==> config.mk <==
export PLATFORM = sky130hd
export DESIGN_NAME = uart_rx_buffered
export DESIGN_NICKNAME = d
export VERILOG_FILES = /design/src/rtl/uart_pkg.sv /design/src/rtl/rx_byte_fifo.sv /design/src/rtl/uart_rx_buffered.sv
export SDC_FILE = /design/constraint.sdc
export NUM_CORES = 1
export LEC_CHECK = 0
export BUFFER_PORTS_ARGS = -buffer_cell sky130_fd_sc_hd__buf_2
export CORE_MARGIN = 4
export CORE_UTILIZATION = 50
export CTS_CLUSTER_SIZE = 24
export DETAILED_ROUTE_END_ITERATION = 6
export PLACE_DENSITY = 0.64
export SYNTH_ARGS = -nofsm -noshare
export SYNTH_HDL_FRONTEND = slang
export SYNTH_SLANG_ARGS = --single-unit
export TNS_END_PERCENT = 5
==> constraint.sdc <==
create_clock -name clk -period 2.9 [get_ports clk]
set_clock_uncertainty 0.05 [all_clocks]
set_input_delay 0.725 -clock clk [delete_from_list [all_inputs] [get_ports clk]]
set_output_delay 0.725 -clock clk [all_outputs]
set_load 0.01 [all_outputs]
==> src/rtl/uart_pkg.sv <==
// Shared UART receiver types and constants.
// Optional 8E1 framing is enabled by UART_RX_PARITY_EN.
package uart_pkg;

  localparam int UART_DATA_BITS = 8;
  localparam int UART_DEFAULT_CLKS_PER_BIT = 434;

  typedef enum logic [2:0] {
    IDLE,
    START,
    DATA,
    PARITY,
    STOP,
    WAIT_HIGH
  } rx_state_e;

endpackage

==> src/rtl/rx_byte_fifo.sv <==
// First-word-fall-through byte FIFO for the UART receiver.
// Head reads as zero while empty.
module rx_byte_fifo
  import uart_pkg::*;
#(
  parameter int FIFO_DEPTH = 4
) (
  input  logic                          clk,
  input  logic                          rst,
  input  logic                          push,
  input  logic [UART_DATA_BITS-1:0]     push_data,
  input  logic                          pop,
  output logic [UART_DATA_BITS-1:0]     rd_data,
  output logic                          full,
  output logic                          empty,
  output logic [$clog2(FIFO_DEPTH):0]   count
);

  localparam int AW = $clog2(FIFO_DEPTH);
  localparam int CW = AW + 1;

  logic [UART_DATA_BITS-1:0] mem [FIFO_DEPTH];
  logic [AW-1:0]             wptr;
  logic [AW-1:0]             rptr;
  logic                      do_push;
  logic                      do_pop;

  assign empty   = (count == '0);
  assign full    = (count == CW'(FIFO_DEPTH));
  assign do_pop  = pop & ~empty;
  assign do_push = push & (~full | do_pop);
  assign rd_data = empty ? '0 : mem[rptr];

  // Pointer and occupancy bookkeeping; pointers wrap naturally.
  always_ff @(posedge clk) begin
    if (rst) begin
      wptr  <= '0;
      rptr  <= '0;
      count <= '0;
    end else begin
      if (do_push) wptr <= wptr + 1'b1;
      if (do_pop)  rptr <= rptr + 1'b1;
      unique case ({do_push, do_pop})
        2'b10:   count <= count + 1'b1;
        2'b01:   count <= count - 1'b1;
        default: count <= count;
      endcase
    end
  end

  // Byte storage; contents need no reset.
  always_ff @(posedge clk) begin
    if (do_push) mem[wptr] <= push_data;
  end

endmodule

==> src/rtl/uart_rx_buffered.sv <==
// Buffered UART receiver: synchronizer, frame FSM, FIFO, error flags.
// Define UART_RX_PARITY_EN for 8E1 framing with o_parity_err.
module uart_rx_buffered
  import uart_pkg::*;
#(
  parameter int CLKS_PER_BIT = UART_DEFAULT_CLKS_PER_BIT,
  parameter int FIFO_DEPTH   = 4
) (
  input  logic       clk,
  input  logic       rst,
  input  logic       i_Rx,
  input  logic       rd_en,
  input  logic       clr_err,
  output logic [7:0] o_data,
  output logic       o_valid,
  output logic       o_frame_err,
`ifdef UART_RX_PARITY_EN
  output logic       o_parity_err,
`endif
  output logic       o_overrun
);

  localparam int CW = $clog2(CLKS_PER_BIT);
  localparam int IW = $clog2(UART_DATA_BITS);
  localparam logic [CW-1:0] LAST = CW'(CLKS_PER_BIT - 1);
  localparam logic [CW-1:0] HALF = CW'((CLKS_PER_BIT - 1) / 2);
  localparam logic [IW-1:0] TOP  = IW'(UART_DATA_BITS - 1);

  logic                      rx_m;
  logic                      rx_s;
  rx_state_e                 state;
  rx_state_e                 state_d;
  logic [CW-1:0]             cnt;
  logic [CW-1:0]             cnt_d;
  logic [IW-1:0]             idx;
  logic [IW-1:0]             idx_d;
  logic [UART_DATA_BITS-1:0] shift;
  logic [UART_DATA_BITS-1:0] shift_d;
  logic                      push;
  logic                      ferr_set;
  logic                      pop;
  logic                      full;
  logic                      empty;
  logic                      ovr_set;
  logic [$clog2(FIFO_DEPTH):0] count;

`ifdef UART_RX_PARITY_EN
  logic par_ok;
  logic par_ok_d;
  logic perr_set;
`endif

  // Two-flop synchronizer; idles high out of reset.
  always_ff @(posedge clk) begin
    if (rst) begin
      rx_m <= 1'b1;
      rx_s <= 1'b1;
    end else begin
      rx_m <= i_Rx;
      rx_s <= rx_m;
    end
  end

  // Frame FSM and datapath registers.
  always_ff @(posedge clk) begin
    if (rst) begin
      state <= IDLE;
      cnt   <= '0;
      idx   <= '0;
      shift <= '0;
`ifdef UART_RX_PARITY_EN
      par_ok <= 1'b1;
`endif
    end else begin
      state <= state_d;
      cnt   <= cnt_d;
      idx   <= idx_d;
      shift <= shift_d;
`ifdef UART_RX_PARITY_EN
      par_ok <= par_ok_d;
`endif
    end
  end

  // Next-state, bit sampling and push/error strobes.
  always_comb begin
    state_d  = state;
    cnt_d    = cnt + 1'b1;
    idx_d    = idx;
    shift_d  = shift;
    push     = 1'b0;
    ferr_set = 1'b0;
`ifdef UART_RX_PARITY_EN
    par_ok_d = par_ok;
    perr_set = 1'b0;
`endif
    unique case (state)
      IDLE: begin
        cnt_d = '0;
        if (!rx_s) state_d = START;
      end
      START: begin
        if (cnt == HALF) begin
          cnt_d   = '0;
          idx_d   = '0;
          state_d = rx_s ? IDLE : DATA;
        end
      end
      DATA: begin
        if (cnt == LAST) begin
          cnt_d        = '0;
          shift_d[idx] = rx_s;
          idx_d        = idx + 1'b1;
          if (idx == TOP) begin
`ifdef UART_RX_PARITY_EN
            state_d = PARITY;
`else
            state_d = STOP;
`endif
          end
        end
      end
`ifdef UART_RX_PARITY_EN
      PARITY: begin
        if (cnt == LAST) begin
          cnt_d    = '0;
          par_ok_d = ~^{shift, rx_s};
          perr_set = ^{shift, rx_s};
          state_d  = STOP;
        end
      end
`endif
      STOP: begin
        if (cnt == LAST) begin
          cnt_d = '0;
          if (rx_s) begin
`ifdef UART_RX_PARITY_EN
            push = par_ok;
`else
            push = 1'b1;
`endif
            state_d = IDLE;
          end else begin
            ferr_set = 1'b1;
            state_d  = WAIT_HIGH;
          end
        end
      end
      WAIT_HIGH: begin
        cnt_d = '0;
        if (rx_s) state_d = IDLE;
      end
      default: begin
        cnt_d   = '0;
        state_d = IDLE;
      end
    endcase
  end

  assign pop     = rd_en & ~empty;
  assign o_valid = (count != '0);
  assign ovr_set = push & full & ~pop;

  rx_byte_fifo #(
    .FIFO_DEPTH(FIFO_DEPTH)
  ) u_fifo (
    .clk       (clk),
    .rst       (rst),
    .push      (push),
    .push_data (shift),
    .pop       (pop),
    .rd_data   (o_data),
    .full      (full),
    .empty     (empty),
    .count     (count)
  );

  // Sticky error flags; a new event beats a clear.
  always_ff @(posedge clk) begin
    if (rst) begin
      o_frame_err <= 1'b0;
      o_overrun   <= 1'b0;
`ifdef UART_RX_PARITY_EN
      o_parity_err <= 1'b0;
`endif
    end else begin
      if (ferr_set)     o_frame_err <= 1'b1;
      else if (clr_err) o_frame_err <= 1'b0;
      if (ovr_set)      o_overrun <= 1'b1;
      else if (clr_err) o_overrun <= 1'b0;
`ifdef UART_RX_PARITY_EN
      if (perr_set)     o_parity_err <= 1'b1;
      else if (clr_err) o_parity_err <= 1'b0;
`endif
    end
  end

endmodule

==> run_results.csv, run 1 <==
group,metric,value,unit
run_status,status,"finished, final reports clean",
timing,period_needed,2.585,ns
worst_setup_path,cp.arrival,1.81,ns
route,route.detailed.drc,0,
place,place_area,3112,µm²
timing,hold_violations,0,
yosys,synth_area_per_cell,11.97,µm²
power_and_ir_drop,power.density,513.3,nW/µm²
global_routing,grt_usage,14.54,%
final_layout,area_growth,9.657,%
yosys,syn_inst,250,
die,top_level_ports,16,
timing,fmax,0.3868,GHz
yosys,yosys_register_bits,68,
global_routing,grt_pass1_vias,1753,
place,place_ws,0.5817,ns
route,vias,1820,
final_layout,fin_cells,343,
timing,rsz0062_at_grt,"no",
hold_path,hold_path.class,"reg -> reg",
clock_network,clk_latency,0.33,ns
die,die_area,7287,µm²
timing,finalSetupViolations,0,
clock_network,htree_levels,3,
die,core,5642,µm²
timing,period_share,89.15,%
final_layout,final_common_cell,"dfxtp_1",
job,cap_violations,0,
final_layout,mostFrequentLayoutCells,"dfxtp_1, edfxtp_1, nor2_1",
worst_setup_path,crit_slowest_cell,"dfxtp_1",
route,dr.pass1.iters,4,
final_layout,fin_nets,281,
clock_network,clk_pin_slew_worst_paths,0.07,ns
place,dp_hpwl,3.294,mm
final_layout,multi_input_area,1231,µm²
yosys,synth_edf_count,32,
timing,worstMarginPinSlew,0.6198,ns
worst_setup_path,crit_type,"reg -> out",
route,drtAntennaViolNets,0,
power_and_ir_drop,p_leak,1.122,nW
yosys,yosysTopAreaCellShare,32.11,%
clock_network,cts-root-buf,"clkbuf_8",
power_and_ir_drop,irDropWorstVdd,0.2893,mV
die,start_util,53.05,%
worst_setup_path,crit_required,2.12,ns
timing,finalWorstSetupSlack,0.3147,ns
yosys,synthFlopType,"dfxtp_1",
worst_setup_path,startpoint_type,"flip-flop",
worst_setup_path,max_stage_delay,0.64,ns
global_routing,grt_start_max_net_pins,29,
worst_setup_path,critical_path.max_fanout,8,
die,die_h,85.37,µm
clock_network,ctsHoldBuffers,0,
clock_network,cts.sinks,68,
global_routing,antenna_found_initial,0,
timing,max_slew_margin,57.61,%
clock_network,post_cts_resized,0,
clock_network,cts_setup_buffers,0,
route,viasPerCell,5.306,
global_routing,grt_remaining_overflow,0,
worst_setup_path,cp_cell_sequence,"mux4_2, nor2b_1, buf_2",
route,drtIter0Drc,32,
yosys,yosys-top-cells-area,"edfxtp_1, dfxtp_1, mux4_2",
yosys,seq_area_frac_synth,56.19,%
timing,maxSlewViolCount,0,
yosys,syn-num-nets,265,
yosys,yosysTopAreaCell,"edfxtp_1",
timing,finalSetupTns,0,ns
final_layout,n_fill_cell,475,
die,rows,27,
final_layout,drive_gt1_share,18.45,%
yosys,async_flop_share,0,%
clock_network,cts_tree,"yes",
yosys,synth_warnings,0,
yosys,synth_cell_types,52,
route,drt-wirelength-per-cell,13.82,µm
place,gp_congestion,0.8137,
final_layout,antennaDiodeCount,0,
route,routed_wl,4.740,mm
final_layout,final_area,3282,µm²
place,place_inst,327,
worst_setup_path,endpoint_kind,"primary output",
final_layout,ff_latch_area,1682,µm²
yosys,syn_area,2993,µm²
timing,fin_hold_ws,0.3642,ns
place,io_buffers,15,
clock_network,cts_buffer_depth,2,
clock_network,cts_made_buffers,9,
global_routing,grt_pass1_wl,8.307,mm
die,die_w,85.37,µm
==> per-stage QoR <==
step | utilization (%) | power (mW)
2_1_floorplan | - | 1.040
3_3_place_gp | 55.16 | 1.046
3_5_place_dp | 55.16 | 1.046
4_1_cts | 58.17 | 1.709
5_1_grt | 58.17 | 1.772
6_report | 58.17 | 1.685
==> synthesized netlist by cell type (3+ instances only) <==
master,instances
clkbuf_1,5
nand2b_1,4
xnor2_1,4
nor2_1,27
xor2_1,8
inv_1,7
nand3_1,8
nor2b_1,9
edfxtp_1,32
nand2_1,11
mux4_2,8
and2_1,5
nor3_1,5
o21ai_1,7
ha_1,9
nand4_1,3
mux2i_1,3
a21oi_1,15
buf_2,4
dfxtp_1,36
==> worst max-delay path: cells and delay by family (launching register included) <==
kind	cells	cell delay (ns)
AND/OR/NAND/NOR	1	0.14
buffers and inverters	1	0.13
flip-flops	1	0.64
multiplexers	1	0.56
==> final timing paths <==
path | from | end | slack, ns | cells after the start
worst min-delay path | rx_m | rx_s | 0.36 | 1
worst max register to register | u_fifo.count[0] | u_fifo.count[2] | 0.60 | 7
worst min register to register | rx_m | rx_s | 0.36 | 1
worst max-delay path | flip-flop | o_data[5] | 0.31 | 3
==> metal layers <==
| metal | up-vias | wire length [µm] | share of wire, % | GRT usage [%] |
|---|---|---|---|---|
| met5 | - | 0 | 0 | 0 |
| met3 | 10 | 138 | 2.9 | 2.621 |
| met2 | 27 | 2262 | 48 | 22.74 |
| met1 | 843 | 2224 | 47 | 18.98 |
| met4 | 0 | 115 | 2.4 | 8.201 |
| li1 | 940 | - | - | - |
==> sequential cells by signal, summed over array words and instances, names as in the netlist, 2 cells and up, named ones only <==
| name | cells |
|---|---|
| cnt | 9 |
| u_fifo.mem | 32 |
| shift | 8 |
| u_fifo.count | 3 |
| u_fifo.wptr | 2 |
| state | 3 |
| idx | 3 |
| u_fifo.rptr | 2 |
==> report_power, final <==
group	switching, mW	leakage [nW]	internal, mW
clock network	0.329	0.0824	0.331
logic	0.0145	0.453	0.00855
registers	0.00430	0.587	0.997
==> cells by family after synthesis <==
family	after synthesis	share of synthesized area [%]
muxes	12	7.400
xor gates and xnor gates	12	3.512
AOI/OAI and AO/OA	40	8.988
buffers and inverters	18	2.676
adders and majority gates	10	4.432
DFF	68	56.19
and+or+nand+nor	90	16.81
==> final cells by class <==
| cell class | count | share of cell area, % |
|---|---|---|
| flip-flops and latches | 68 | 51.24 |
| well taps | 72 | 2.745 |
| multi-input cells | 164 | 37.51 |
| inverters | 7 | 0.8006 |
| clock inverters | 4 | 0.7625 |
| clock buffers | 12 | 4.422 |
| repair buffers | 16 | 2.516 |
Note: power is estimated with default switching activity, not from simulation.
==> run 2: changes to the inputs <==
Settings changed: SYNTH_HIERARCHICAL from default to 1.
==> run_results.csv, run 2 <==
group,metric,value,unit
worst_setup_path,timing.rr.end,"u_fifo/count[2]",
route,route.detailed.drc,0,
timing,period_share,90.89,%
yosys,synth_common_cells,"dfxtp_1, edfxtp_1, nor2_1",
timing,finalSetupViolations,0,
clock_network,clk_latency,0.34,ns
worst_setup_path,rr_startpoint,"cnt[0]",
final_layout,ff_latch_area,1682,µm²
final_layout,n_fill_cell,523,
yosys,yosys.area_share.simple,19.70,%
yosys,synth_edf_count,32,
yosys,syn-num-nets,271,
place,dp_hpwl,3.468,mm
clock_network,cts-root-buf,"clkbuf_8",
worst_setup_path,reg2reg_depth,11,
worst_setup_path,cp.arrival,1.86,ns
final_layout,mostFrequentLayoutCells,"dfxtp_1, edfxtp_1, nor2_1",
global_routing,grt_remaining_overflow,0,
power_and_ir_drop,p_total,2.062,mW
route,drtIter0Drc,73,
global_routing,grt_usage,15.67,%
yosys,synth_mux_area_share,9.809,%
worst_setup_path,endpoint_kind,"primary output",
yosys,seq_area_frac_synth,53.38,%
final_layout,multi_input_area,1348,µm²
clock_network,clk_pin_slew_worst_paths,0.08,ns
final_layout,area_growth,11.87,%
global_routing,grt_pass1_vias,1851,
yosys,syn_inst,255,
global_routing,grt_pass1_wl,9.032,mm
route,routed_wl,5.123,mm
yosys,synth_fa_ha_area_share,4.607,%
place,gp_congestion,0.7408,
final_layout,fin_nets,289,
run_status,status,"finished, final reports clean",
timing,finalWorstSetupSlack,0.2643,ns
die,die_h,87.38,µm
global_routing,grt_start_max_net_pins,34,
route,dr.pass1.iters,4,
yosys,async_flop_share,0,%
clock_network,post_cts_resized,0,
hold_path,min_from,"rx_m",
die,rows,28,
worst_setup_path,startpoint_type,"flip-flop",
die,core,6026,µm²
hold_path,min_to,"rx_s",
yosys,synth_warnings,6,
worst_setup_path,crit_type,"reg -> out",
final_layout,final_common_cell,"dfxtp_1",
route,vias,1894,
final_layout,reg.largest.list,"u_fifo/mem: 32 flops, cnt: 9 flops, shift: 8 flops",
yosys,synth_compound_area_share,5.878,%
yosys,syn_area,3151,µm²
yosys,yosys_register_bits,68,
route,drtAntennaViolNets,0,
place,place_ws,0.3380,ns
final_layout,drive_gt1_share,22.30,%
clock_network,cts_made_buffers,9,
final_layout,largest_reg_flops,32,
power_and_ir_drop,irDropWorstVdd,0.3264,mV
final_layout,final_area,3525,µm²
yosys,synthFlopType,"dfxtp_1",
die,die_area,7635,µm²
yosys,yosysTopAreaCell,"edfxtp_1",
timing,worstMarginPinSlew,0.5562,ns
place,place_area,3273,µm²
clock_network,ctsHoldBuffers,0,
timing,finalSetupTns,0,ns
route,viasPerCell,5.365,
yosys,synth_cell_types,53,
final_layout,antennaDiodeCount,0,
clock_network,htree_levels,3,
yosys,yosysTopAreaCellShare,30.50,%
timing,rsz0062_at_grt,"no",
yosys,synthXorXnorAreaFrac,2.780,%
yosys,yosysMostFrequentCell,"dfxtp_1",
die,die_w,87.38,µm
power_and_ir_drop,p_leak,1.348,nW
clock_network,cts_tree,"yes",
place,io_buffers,15,
yosys,synth_area_per_cell,12.35,µm²
power_and_ir_drop,power.density,585.1,nW/µm²
timing,period_needed,2.636,ns
die,start_util,52.28,%
timing,maxSlewViolCount,0,
worst_setup_path,r2r_slack,0.33,ns
clock_network,cts_setup_buffers,0,
final_layout,largest-register,"u_fifo/mem",
hold_path,hold_depth,1,
hold_path,hold_path.class,"reg -> reg",
yosys,synth_top_family_by_area,"simple AND/OR/NAND/NOR gates",
route,drt-wirelength-per-cell,14.51,µm
job,cap_violations,0,
clock_network,cts.sinks,68,
worst_setup_path,crit_required,2.12,ns
timing,max_slew_margin,62.87,%
die,top_level_ports,16,
clock_network,cts_buffer_depth,2,
final_layout,utilization,58.49,%
worst_setup_path,critical_path.max_fanout,8,
global_routing,antenna_found_initial,0,
timing,fmax,0.3794,GHz
timing,hold_violations,0,
yosys,yosys-top-cells-area,"edfxtp_1, dfxtp_1, mux4_2",
## run 2: critical path, stage by stage (launching register included)
cell	delay, ns
dfxtp_1	0.67
mux4_2	0.58
nor2b_1	0.14
buf_2	0.13
## run 2: layer usage
layer  vias up  routed length, µm  global-route usage, %
met2        34               2442                  24.73
met3         6                207                  4.920
met1       895               2426                  20.18
met5         -                  0                      0
li1        959                  -                      -
met4         0                 46                  5.858
## run 2: cells by family (layout without fill, tap and decap cells)
family	Yosys count	count (layout)
multiplexers	20	20
buffers and inverters	24	47
flip-flops	68	68
adder cells (fa/ha/maj)	11	11
AO/OA/AOI/OAI	26	26
AND/OR/NAND/NOR	96	96
XOR/XNOR	10	10
## run 2: report_power, final
part	total (mW)	switching (mW)	internal, mW
Clock	0.940	0.353	0.587
Sequential	1.02	0.0170	1.00
Combinational	0.101	0.0560	0.0454
## run 2: area by class of cell
| type | count | share of cell area, % |
|---|---|---|
| Sequential cell | 68 | 47.71 |
| Multi-Input combinational cell | 163 | 38.23 |
| Clock buffer | 12 | 5.005 |
| Timing Repair Buffer | 19 | 2.982 |
| Tap cell | 75 | 2.662 |
| Clock inverter | 4 | 2.130 |
| Inverter | 12 | 1.278 |
## run 2: worst max path at each step
stage                            endpoint  slack, ns  cells past startpoint
after floorplan           u_fifo/count[2]       0.44                     11
after global placement    u_fifo/count[2]       0.35                     10
after detailed placement  u_fifo/count[2]       0.34                     10
after CTS                       o_data[0]       0.21                      3
after global routing      u_fifo/count[2]       0.03                     11
final                           o_data[0]       0.26                      3
## run 2: metrics by stage
stage,std cells,hold WS [ns]
6_report,353,0.3622
5_1_grt,353,0.3721
4_1_cts,353,0.3632
3_5_place_dp,337,0.3446
3_3_place_gp,337,0.3425
2_1_floorplan,255,0.3395
==> run 3: changes to the inputs <==
Settings changed: BUFFER_PORTS_ARGS -buffer_cell sky130_fd_sc_hd__buf_2 to default, DONT_BUFFER_PORTS from default to 1, PLACE_DENSITY 0.64 to 0.62, REMOVE_ABC_BUFFERS from default to 1.
==> run_results.csv, run 3 (same netlist as run 2, synthesis figures left out) <==
group,metric,value,unit
timing,rsz0062_at_grt,"no",
clock_network,clk_latency,0.33,ns
final_layout,fin_nets,273,
power_and_ir_drop,irDropWorstVdd,0.4008,mV
route,drtIter0Drc,45,
place,dp_hpwl,3.460,mm
timing,worstMarginPinSlew,0.5491,ns
clock_network,cts_buffer_depth,2,
power_and_ir_drop,p_leak,1.258,nW
route,wl_met1,2.375,mm
die,start_util,52.28,%
route,dr_wl_met3,146,µm
die,die_w,87.38,µm
run_status,status,"finished, final reports clean",
place,io_buffers,0,
route,drtAntennaViolNets,0,
worst_setup_path,endpoint_kind,"flip-flop",
worst_setup_path,critical_path.max_fanout,6,
global_routing,grt_pass1_wl,8.452,mm
die,core,6026,µm²
worst_setup_path,crit_required,3.11,ns
final_layout,final_area,3437,µm²
clock_network,cts.sinks,68,
worst_setup_path,cp.arrival,2.73,ns
worst_setup_path,startpoint_type,"flip-flop",
timing,period_share,86.70,%
timing,finalSetupViolations,0,
timing,fmax,0.3977,GHz
global_routing,grt_pass1_vias,1758,
route,route.detailed.drc,0,
timing,period_needed,2.514,ns
final_layout,reg.largest.list,"u_fifo/mem: 32 flops, cnt: 9 flops, shift: 8 flops",
timing,hold_violations,0,
clock_network,htree_levels,3,
route,routed_wl,4.946,mm
final_layout,mostFrequentLayoutCells,"dfxtp_1, edfxtp_1, nor2_1",
route,drt-wirelength-per-cell,14.68,µm
worst_setup_path,crit_type,"reg -> reg",
route,viasPerCell,5.309,
final_layout,antennaDiodeCount,0,
route,wl_met2,2.381,mm
job,cap_violations,0,
clock_network,cts-root-buf,"clkbuf_8",
final_layout,largest-register,"u_fifo/mem",
clock_network,cts_made_buffers,9,
timing,finalSetupTns,0,ns
clock_network,cts_tree,"yes",
final_layout,area_growth,9.095,%
global_routing,antenna_found_initial,0,
power_and_ir_drop,power.density,591.2,nW/µm²
global_routing,grt_start_max_net_pins,34,
clock_network,cts_setup_buffers,0,
clock_network,clk_pin_slew_worst_paths,0.07,ns
global_routing,grt_remaining_overflow,0,
route,top_layer_used,"met4",
route,dr.pass1.iters,4,
timing,max_slew_margin,63.34,%
final_layout,largest_reg_flops,32,
timing,maxSlewViolCount,0,
final_layout,drive_gt1_share,17.56,%
final_layout,n_fill_cell,523,
die,die_area,7635,µm²
hold_path,hold_path.class,"reg -> reg",
die,top_level_ports,16,
place,place_area,3191,µm²
place,gp_congestion,0.7494,
die,die_h,87.38,µm
route,vias,1789,
die,rows,28,
global_routing,grt_usage,14.36,%
final_layout,final_common_cell,"dfxtp_1",
==> run 3: cell count changes in the layout (fill, tap and decap cells not counted), sizes merged <==
| cell | previous run | this run |
|---|---|---|
| buf | 19 | 3 |
| clkinv | 0 | 3 |
| clkbuf | 12 | 10 |
| inv | 14 | 12 |
| bufinv | 2 | 3 |
==> run 3: final cells by class <==
class                      instances  area [µm²]  area share, %
sequential                        68        1682          48.93
inverter                          12       45.04          1.311
tap                               75       93.84          2.730
timing repair buffer               3       22.52         0.6553
clock inverter                     6       112.6          3.276
clock buffer                      10       127.6          3.713
multi-input combinational        163        1354          39.39
==> run 3: where the power goes <==
group          switching (mW)  internal (mW)
registers              0.0179           1.00
logic                  0.0471         0.0434
clock network           0.347          0.573
total                   0.412           1.62
==> run 3: what timing repair did <==
action | 4_1_cts | 5_1_grt
hold buffers | 0 | 0
gates resized for setup | 0 | 1
setup endpoints to repair | 0 | 1
hold endpoints to repair | 0 | 0
==> run 3: through the flow <==
step                      setup slack, ns  total power [mW]  util (%)  std cells  hold WS, ns
after floorplan                    0.1172             1.115         -        243       0.3395
after global placement             0.4222             1.133     52.95        321       0.3445
after detailed placement           0.3228             1.133     52.95        321       0.3458
after CTS                          0.2873             2.060     56.94        337       0.3645
after global routing              0.08521             2.125     57.04        337       0.3883
final                              0.3857             2.032     57.04        337       0.3601
==> run 3: critical path, cell delays in order, from the launching register on <==
cell and delay [ns]:
dfxtp_1 0.41, ha_1 0.23, nand4bb_4 0.20, nor4_2 0.30, a21boi_2 0.24, inv_1 0.06
ha_1 0.21, inv_1 0.07, fa_1 0.17, xor2_1 0.07, or3_1 0.30, a21oi_1 0.14
==> run 3: worst paths after layout <==
path / slack [ns] / cells after the start / end / from
setup / recovery: 0.39 / 11 / u_fifo/count[2] / cnt[0]
hold / removal: 0.36 / 1 / rx_s / rx_m
setup reg to reg: 0.39 / 11 / u_fifo/count[2] / cnt[0]
hold reg to reg: 0.36 / 1 / rx_s / rx_m
==> run 3: per-layer routing <==
metal | up-vias | global-route usage (%)
li1 | 925 | -
met1 | 840 | 18.61
met2 | 20 | 22.95
met3 | 4 | 4.163
met4 | 0 | 5.021
met5 | - | 0
